--- src/rtl/dram_patch_scheduler.sv ---
// Raster-order patch-read sequencer for the patch DRAM, sharing its single
// control port with an external pixel writer through round-robin arbitration.
module dram_patch_scheduler #(
    parameter int D_WIDTH = 8,
    parameter int A_WIDTH = 21,
    parameter int IMG_W   = 1280,
    parameter int IMG_H   = 720,
    parameter int HALF    = 15
) (
    input  logic               clk,
    input  logic               rst_n,
    input  logic               start,
    output logic               busy,
    output logic               done,
    input  logic               out_ready,
    output logic               patch_valid,
    output logic [10:0]        patch_row,
    output logic [10:0]        patch_col,
    input  logic               wr_req,
    input  logic [A_WIDTH-1:0] wr_addr,
    input  logic [D_WIDTH-1:0] wr_data,
    output logic               wr_ack,
    output logic               dram_ren,
    output logic               dram_wen,
    output logic [A_WIDTH-1:0] dram_raddr,
    output logic [A_WIDTH-1:0] dram_waddr,
    output logic [D_WIDTH-1:0] dram_wdata
);

    typedef enum logic [1:0] {S_IDLE, S_SCAN, S_DRAIN, S_DONE} state_t;

    localparam logic [10:0]        FIRST_POS  = 11'(HALF);
    localparam logic [10:0]        LAST_COL   = 11'(IMG_W - 1 - HALF);
    localparam logic [10:0]        LAST_ROW   = 11'(IMG_H - 1 - HALF);
    localparam logic [A_WIDTH-1:0] START_ADDR = A_WIDTH'(HALF * IMG_W + HALF);
    localparam logic [A_WIDTH-1:0] WRAP_STEP  = A_WIDTH'(2 * HALF + 1);

    state_t             state_reg, state_next;
    logic               last_grant_reg;   // 1 = last grant went to the read side
    logic [10:0]        row_reg, col_reg;
    logic [10:0]        iss_row_reg, iss_col_reg;
    logic [A_WIDTH-1:0] addr_reg;
    logic               read_elig, write_elig, grant_read, grant_write;
    logic               last_patch;
    logic               busy_next, done_next;

    // Arbitration: a write whose ack is still visible is not re-granted.
    always_comb begin
        read_elig   = (state_reg == S_SCAN) && out_ready;
        write_elig  = wr_req && !wr_ack;
        grant_read  = read_elig && (!write_elig || !last_grant_reg);
        grant_write = write_elig && (!read_elig || last_grant_reg);
        last_patch  = (row_reg == LAST_ROW) && (col_reg == LAST_COL);
    end

    always_ff @(posedge clk or negedge rst_n) begin
        if (!rst_n) begin
            state_reg <= S_IDLE;
        end else begin
            state_reg <= state_next;
        end
    end

    always_comb begin
        state_next = state_reg;
        case (state_reg)
            S_IDLE:  if (start) state_next = S_SCAN;
            S_SCAN:  if (grant_read && last_patch) state_next = S_DRAIN;
            // The final read is the only one with no ren issued behind it.
            S_DRAIN: if (patch_valid && !dram_ren) state_next = S_DONE;
            S_DONE:  state_next = S_IDLE;
            default: state_next = S_IDLE;
        endcase
    end

    always_comb begin
        busy_next = (state_reg == S_SCAN) || (state_reg == S_DRAIN);
        done_next = (state_reg == S_DONE);
    end

    always_ff @(posedge clk or negedge rst_n) begin
        if (!rst_n) begin
            row_reg  <= FIRST_POS;
            col_reg  <= FIRST_POS;
            addr_reg <= START_ADDR;
        end else if ((state_reg == S_IDLE) && start) begin
            row_reg  <= FIRST_POS;
            col_reg  <= FIRST_POS;
            addr_reg <= START_ADDR;
        end else if (grant_read) begin
            if (col_reg == LAST_COL) begin
                col_reg  <= FIRST_POS;
                row_reg  <= row_reg + 11'd1;
                addr_reg <= addr_reg + WRAP_STEP;
            end else begin
                col_reg  <= col_reg + 11'd1;
                addr_reg <= addr_reg + A_WIDTH'(1);
            end
        end
    end

    always_ff @(posedge clk or negedge rst_n) begin
        if (!rst_n) begin
            last_grant_reg <= 1'b0;
            busy           <= 1'b0;
            done           <= 1'b0;
            dram_ren       <= 1'b0;
            dram_wen       <= 1'b0;
            wr_ack         <= 1'b0;
            dram_raddr     <= '0;
            dram_waddr     <= '0;
            dram_wdata     <= '0;
            iss_row_reg    <= '0;
            iss_col_reg    <= '0;
            patch_valid    <= 1'b0;
            patch_row      <= '0;
            patch_col      <= '0;
        end else begin
            busy        <= busy_next;
            done        <= done_next;
            dram_ren    <= grant_read;
            dram_wen    <= grant_write;
            wr_ack      <= grant_write;
            patch_valid <= dram_ren;
            patch_row   <= iss_row_reg;
            patch_col   <= iss_col_reg;
            if (grant_read || grant_write) begin
                last_grant_reg <= grant_read;
            end
            if (grant_read) begin
                dram_raddr  <= addr_reg;
                iss_row_reg <= row_reg;
                iss_col_reg <= col_reg;
            end
            if (grant_write) begin
                dram_waddr <= wr_addr;
                dram_wdata <= wr_data;
            end
        end
    end

endmodule

--- config.mk ---
export PLATFORM = sky130hd
export DESIGN_NAME = dram_patch_scheduler
export DESIGN_NICKNAME = d
export VERILOG_FILES = /design/src/rtl/dram_patch_scheduler.sv
export SDC_FILE = /design/constraint.sdc
export NUM_CORES = 1
export LEC_CHECK = 0
export CORE_ASPECT_RATIO = 1.5
export CORE_MARGIN = 8
export CORE_UTILIZATION = 52
export DETAILED_ROUTE_END_ITERATION = 10
export PLACE_DENSITY = 0.76
export SETUP_SLACK_MARGIN = 0.05
export SLEW_MARGIN = 20
export SYNTH_ARGS = -nofsm -noshare
export SYNTH_HDL_FRONTEND = slang
export SYNTH_SLANG_ARGS = --single-unit
--- constraint.sdc ---
create_clock -name clk -period 3.55 [get_ports clk]
set_input_delay 0.71 -clock clk [delete_from_list [all_inputs] [get_ports clk]]
set_output_delay 0.71 -clock clk [all_outputs]
set_load 0.02 [all_outputs]
==> flow_metrics.tcl, run 1 <==
set metrics [dict create \
    run_status "finished, final reports clean" \
    p_int_mw 3.09 \
    critPathLaunchType "register" \
    clock_sinks 145 \
    vdd_drop_max_v 0.000328 \
    cp_data_required_time_ns 3.83 \
    slew_headroom 0.431 \
    fin_util 0.695 \
    hp-class "in2async" \
    worst_slew_pin_slew_ns 0.853 \
    worstPathMaxFanout 9 \
    fin_skew_ns 0.00564 \
    grt_pass1_vias 4858 \
    cts_hold_buf 0 \
    p_seq_frac 0.437 \
    p_clk_frac 0.491 \
    synth_cells 622 \
    numCtsBuffers 17 \
    hold_ws_ns 0.311 \
    ys.warnings.count 0 \
    antenna_found_initial 0 \
    wl_mm 14.4 \
    ys.flop_type "dfrtp_1" \
    synth-edff-count 0 \
    drt-initial-drc-count 288 \
    post-dp-hpwl_mm 9.59 \
    synth-seq-area-share 0.601 \
    drv_slew 0 \
    cts_setup_buffers 0 \
    fin_area_um2 7980 \
    grt_max_degree 73 \
    insertedDiodeCount 0 \
    cp_slowest_stage_delay_ns 0.57 \
    postSynth.asyncResetShare 1.00 \
    core-area_um2 11500 \
    clockBufferDepth 2 \
    finalSetupViolations 0 \
    gr-usage-all-layers 0.193 \
    die_x_um 104 \
    cp_slowest_cell "dfstp_2" \
    syn_avg_cell_area_um2 9.76 \
    worst_ep_arrival_time_ns 3.31 \
    die_h_um 148 \
    rows 48 \
    layout.nets 775 \
    htree_levels 4 \
    gp_congestion 0.837 \
    final.setup.tns_ns 0 \
    synth-seq-cells 145 \
    cp-end-kind "register" \
    grt-ovfl-total 0 \
    max_freq_mhz 330 \
    rsz0062_at_grt "false" \
    drtPass1Iterations 6 \
    fin_crit_sh 0.855 \
    final_common_cell "nand2_1" \
    grt_pass1_wl_mm 24.0 \
    drive_gt1_frac 0.101 \
    clock_latency_ns 0.41 \
    cts_resized 0 \
    finalHoldViolCount 0 \
    start_util 0.529 \
    placed_cell_area_um2 7330 \
    synth_cell_type_count 52 \
    drcViolationCount 0 \
    cp_num_buf_inv 1 \
    dp_slack_ns 0.588 \
    post_drt_wl_per_cell_um 16.1 \
    crit_path_cell_trace "inv_1 > ha_1 > and4bb_4 > nand3_1 > xnor2_1 > ha_1 > or4_1 > a41oi_2 > nor3_1 > xnor2_1 > nor2_1" \
    clk_pin_slew_ns 0.06 \
    path_delay_family "simple AND/OR/NAND/NOR gates" \
    cts_tree "built" \
    io_pins 112 \
    fin_crit_ns 3.03 \
    critPathKind "reg2reg" \
    setup_slack_ns 0.516 \
    syn-num-nets 666 \
    routed_via_density 5.34 \
    power.switching_uw 850 \
    final_cell_mix "nand2_1 (238), dfrtp_1 (129), clkdlybuf4s50_1 (110)" \
    portBuffers 111 \
    cellLeakagePower_nw 3.80 \
    cap_violations 0 \
    area_growth_pct 31.4 \
    vias 4773 \
    drtAntennaViolNets 0 \
    power_density_nw_per_um2 494 \
    netlist_area_um2 6070 \
    switching_share 0.216 \
    die_area_um2 15500 \
    cts_root_buf "clkbuf_16" \
    combPwrFrac 0.072 \
]
==> cell usage after synthesis (all sizes together) (2+ instances only) <==
cell type	n	share of area
and3	7	0.0074
a211oi	2	0.0025
a41o	2	0.0033
buf	7	0.0076
xnor2	18	0.026
o21a	2	0.0025
and4	2	0.0031
o31a	2	0.0031
and2	3	0.0031
o31ai	5	0.0062
inv	11	0.0068
nor4b	3	0.0074
nand2	239	0.15
mux2i	2	0.0033
dfstp	16	0.069
nor2	24	0.015
or4	9	0.012
nand3	20	0.016
clkbuf	23	0.014
nor4	9	0.011
dfrtp	129	0.53
a31oi	4	0.0041
ha	10	0.021
xor2	2	0.0029
a21o	2	0.0025
a21oi	16	0.013
o21ai	19	0.016
or3	5	0.0052
nand4	6	0.0062
nor3	10	0.0091
==> power by group through the flow <==
stage,clock network (mW),registers (mW),logic (mW)
finish,1.94,1.72,0.283
global route,2.04,1.73,0.309
CTS,1.97,1.72,0.290
detailed placement,0,1.75,0.287
global placement,0,1.75,0.282
floorplan,0,1.80,0.0500
==> cell type report <==
| cell class | instances | area, µm² |
|---|---|---|
| Sequential cell | 145 | 3650 |
| Fill cell | 845 | 3490 |
| Inverter | 11 | 41.3 |
| Clock buffer | 18 | 439 |
| Timing Repair Buffer | 120 | 1190 |
| Multi-Input combinational cell | 436 | 2260 |
| Tap cell | 150 | 188 |
| Clock inverter | 14 | 213 |
==> stage by stage <==
stage          power, mW  cells
2_1_floorplan       1.85    622
3_3_place_gp        2.03    862
3_5_place_dp        2.04    862
4_1_cts             3.98    894
5_1_grt             4.08    894
6_report            3.94    894
==> per-layer routing <==
layer	vias to the layer above	share of wire	global-route usage
met5	-	0	0
met1	2285	0.41	0.214
met3	25	0.053	0.0498
met4	0	0.019	0.0895
li1	2281	-	-
met2	182	0.52	0.338
==> worst register-to-register path, cell delays in order, from the launching register on <==
cell and delay (ns):
dfstp_2 0.57, inv_1 0.07, ha_1 0.22, and4bb_4 0.22, nand3_1 0.12, xnor2_1 0.08, ha_1 0.22, or4_1 0.46
a41oi_2 0.57, nor3_1 0.14, xnor2_1 0.19, nor2_1 0.06
==> cells by family after synthesis <==
kind of cell / after synthesis / share of synthesized area
and+or+nand+nor: 342 / 0.251
DFF: 145 / 0.601
AOI/OAI and AO/OA: 61 / 0.0649
buffers and inverters: 41 / 0.0286
xor gates and xnor gates: 20 / 0.0288
adders and majority gates: 10 / 0.0206
muxes: 3 / 0.00515
==> final timing paths <==
check,start,endpoint,slack [ns],depth (start not counted)
worst min-delay path,rst_n,dram_raddr[8],0.31,1
worst min register to register,iss_row_reg[3],patch_row[3],0.37,0
min in group clk,iss_row_reg[3],patch_row[3],0.37,0
worst max-delay path,col_reg[0],addr_reg[6],0.52,11
max in group asynchronous,rst_n,dram_waddr[3],2.47,2
worst max register to register,col_reg[0],addr_reg[6],0.52,11
No activity file was read; power rests on OpenSTA's default activity.
==> run 2: changes to the inputs <==
--- a/config.mk
+++ b/config.mk
@@ -9,7 +9,7 @@
 export CORE_MARGIN = 8
 export CORE_UTILIZATION = 52
 export DETAILED_ROUTE_END_ITERATION = 10
-export PLACE_DENSITY = 0.76
+export PLACE_DENSITY = 0.88
 export SETUP_SLACK_MARGIN = 0.05
 export SLEW_MARGIN = 20
 export SYNTH_ARGS = -nofsm -noshare
==> flow_metrics.tcl, run 2 (synthesis gave the netlist of run 1 again) <==
set metrics [dict create \
    routed_via_density 5.58 \
    slew_headroom 0.506 \
    path_delay_family "simple AND/OR/NAND/NOR gates" \
    layout.nets 777 \
    antenna_found_initial 0 \
    final_cell_mix "nand2_1 (238), dfrtp_1 (129), clkdlybuf4s50_1 (110)" \
    hp-class "in2async" \
    worstPathMaxFanout 9 \
    cts_setup_buffers 0 \
    die_h_um 148 \
    gr-usage-all-layers 0.201 \
    wl_mm 14.8 \
    max_freq_mhz 324 \
    grt_pass1_wl_mm 25.2 \
    drcViolationCount 0 \
    die_area_um2 15500 \
    clock_sinks 145 \
    critPathLaunchType "register" \
    start_util 0.529 \
    grt_pass1_vias 5157 \
    grt-ovfl-total 0 \
    worst_ep_arrival_time_ns 3.38 \
    drive_gt1_frac 0.0979 \
    insertedDiodeCount 0 \
    fin_skew_ns 0.00931 \
    cp-end-kind "register" \
    core-area_um2 11500 \
    power_density_nw_per_um2 492 \
    final.setup.tns_ns 0 \
    final_common_cell "nand2_1" \
    critPathKind "reg2reg" \
    hold_ws_ns 0.301 \
    grt_max_degree 81 \
    finalSetupViolations 0 \
    register_area_um2 3650 \
    rows 48 \
    r2r_setup_slack_ns 0.47 \
    cp_num_buf_inv 1 \
    worst_slew_pin_slew_ns 0.741 \
    post-dp-hpwl_mm 10.1 \
    fin_crit_ns 3.08 \
    cp_slowest_cell "a41oi_2" \
    cp-startpoint "col_reg[0]" \
    post_drt_wl_per_cell_um 16.5 \
    drtPass1Iterations 5 \
    rsz0062_at_grt "false" \
    cts_tree "built" \
    fillers 792 \
    drtAntennaViolNets 0 \
    numCtsBuffers 17 \
    io_pins 112 \
    drv_slew 0 \
    cts_resized 0 \
    vias 4999 \
    fin_crit_sh 0.868 \
    clockBufferDepth 2 \
    cap_violations 0 \
    multi_input_area_um2 2260 \
    die_x_um 104 \
    finalHoldViolCount 0 \
    area_growth_pct 31.4 \
    drt-initial-drc-count 440 \
    cts_root_buf "clkbuf_16" \
    clk_pin_slew_ns 0.06 \
    fin_area_um2 7980 \
    cp_slowest_stage_delay_ns 0.60 \
    crit_path_cell_trace "inv_1 > ha_1 > and4bb_4 > nand3_1 > xnor2_1 > ha_1 > or4_1 > a41oi_2 > nor3_1 > xnor2_1 > nor2_1" \
    portBuffers 111 \
    placed_cell_area_um2 7340 \
    run_status "finished, final reports clean" \
    cellLeakagePower_nw 3.80 \
    clock_latency_ns 0.41 \
    cp_data_required_time_ns 3.85 \
    r2r-start "col_reg[0]" \
    cts_hold_buf 0 \
    p_total_mw 3.93 \
    gp_congestion 0.850 \
    htree_levels 4 \
    vdd_drop_max_v 0.000340 \
]
[run 2: through the flow]
| step | util | worst slack, ns | instances |
|---|---|---|---|
| after floorplan | - | 0.535 | 622 |
| after global placement | 0.640 | 0.698 | 864 |
| after detailed placement | 0.640 | 0.585 | 864 |
| after CTS | 0.696 | 0.504 | 896 |
| after global routing | 0.696 | 0.278 | 896 |
| final | 0.696 | 0.468 | 896 |
[run 2: area by class of cell]
type / instances / share of cell area
sequential: 145 / 0.457
multi-input combinational: 436 / 0.283
timing repair buffer: 122 / 0.151
clock buffer: 22 / 0.0569
tap: 150 / 0.0235
clock inverter: 10 / 0.0232
inverter: 11 / 0.00517
[run 2: layer usage]
| layer | vias up | track usage | share of wire |
|---|---|---|---|
| li1 | 2282 | - | - |
| met1 | 2456 | 0.220 | 0.38 |
| met2 | 220 | 0.350 | 0.52 |
| met3 | 41 | 0.0472 | 0.063 |
| met4 | 0 | 0.113 | 0.034 |
| met5 | - | 0 | 0 |
[run 2: worst paths after layout]
check                                 end  cells after the start
min in group clk             patch_col[4]                      0
setup / recovery              addr_reg[6]                     11
hold / removal               addr_reg[13]                      1
setup reg to reg              addr_reg[6]                     11
max in group asynchronous  iss_col_reg[4]                      2
hold reg to reg              patch_col[4]                      0
[run 2: worst reg2reg max path, stage by stage, from the launching register on]
cell and delay (ns):
dfstp_2 0.58, inv_1 0.07, ha_1 0.21, and4bb_4 0.22, nand3_1 0.12, xnor2_1 0.08
ha_1 0.22, or4_1 0.46, a41oi_2 0.60, nor3_1 0.16, xnor2_1 0.21, nor2_1 0.06
[run 2: power by group]
part,leakage [nW],internal (mW),switching (mW),total (mW)
clock network,0.308,1.27,0.653,1.92
logic,1.59,0.130,0.155,0.285
registers,1.91,1.70,0.0238,1.72
==> run 3: changes to the inputs <==
--- a/config.mk
+++ b/config.mk
@@ -9,6 +9,7 @@
 export CORE_MARGIN = 8
 export CORE_UTILIZATION = 52
 export DETAILED_ROUTE_END_ITERATION = 10
+export GPL_ROUTABILITY_DRIVEN = 0
 export PLACE_DENSITY = 0.88
 export SETUP_SLACK_MARGIN = 0.05
 export SLEW_MARGIN = 20
==> results of run 3 <==
Final layout, timing and power as in run 2 (identical DEF).
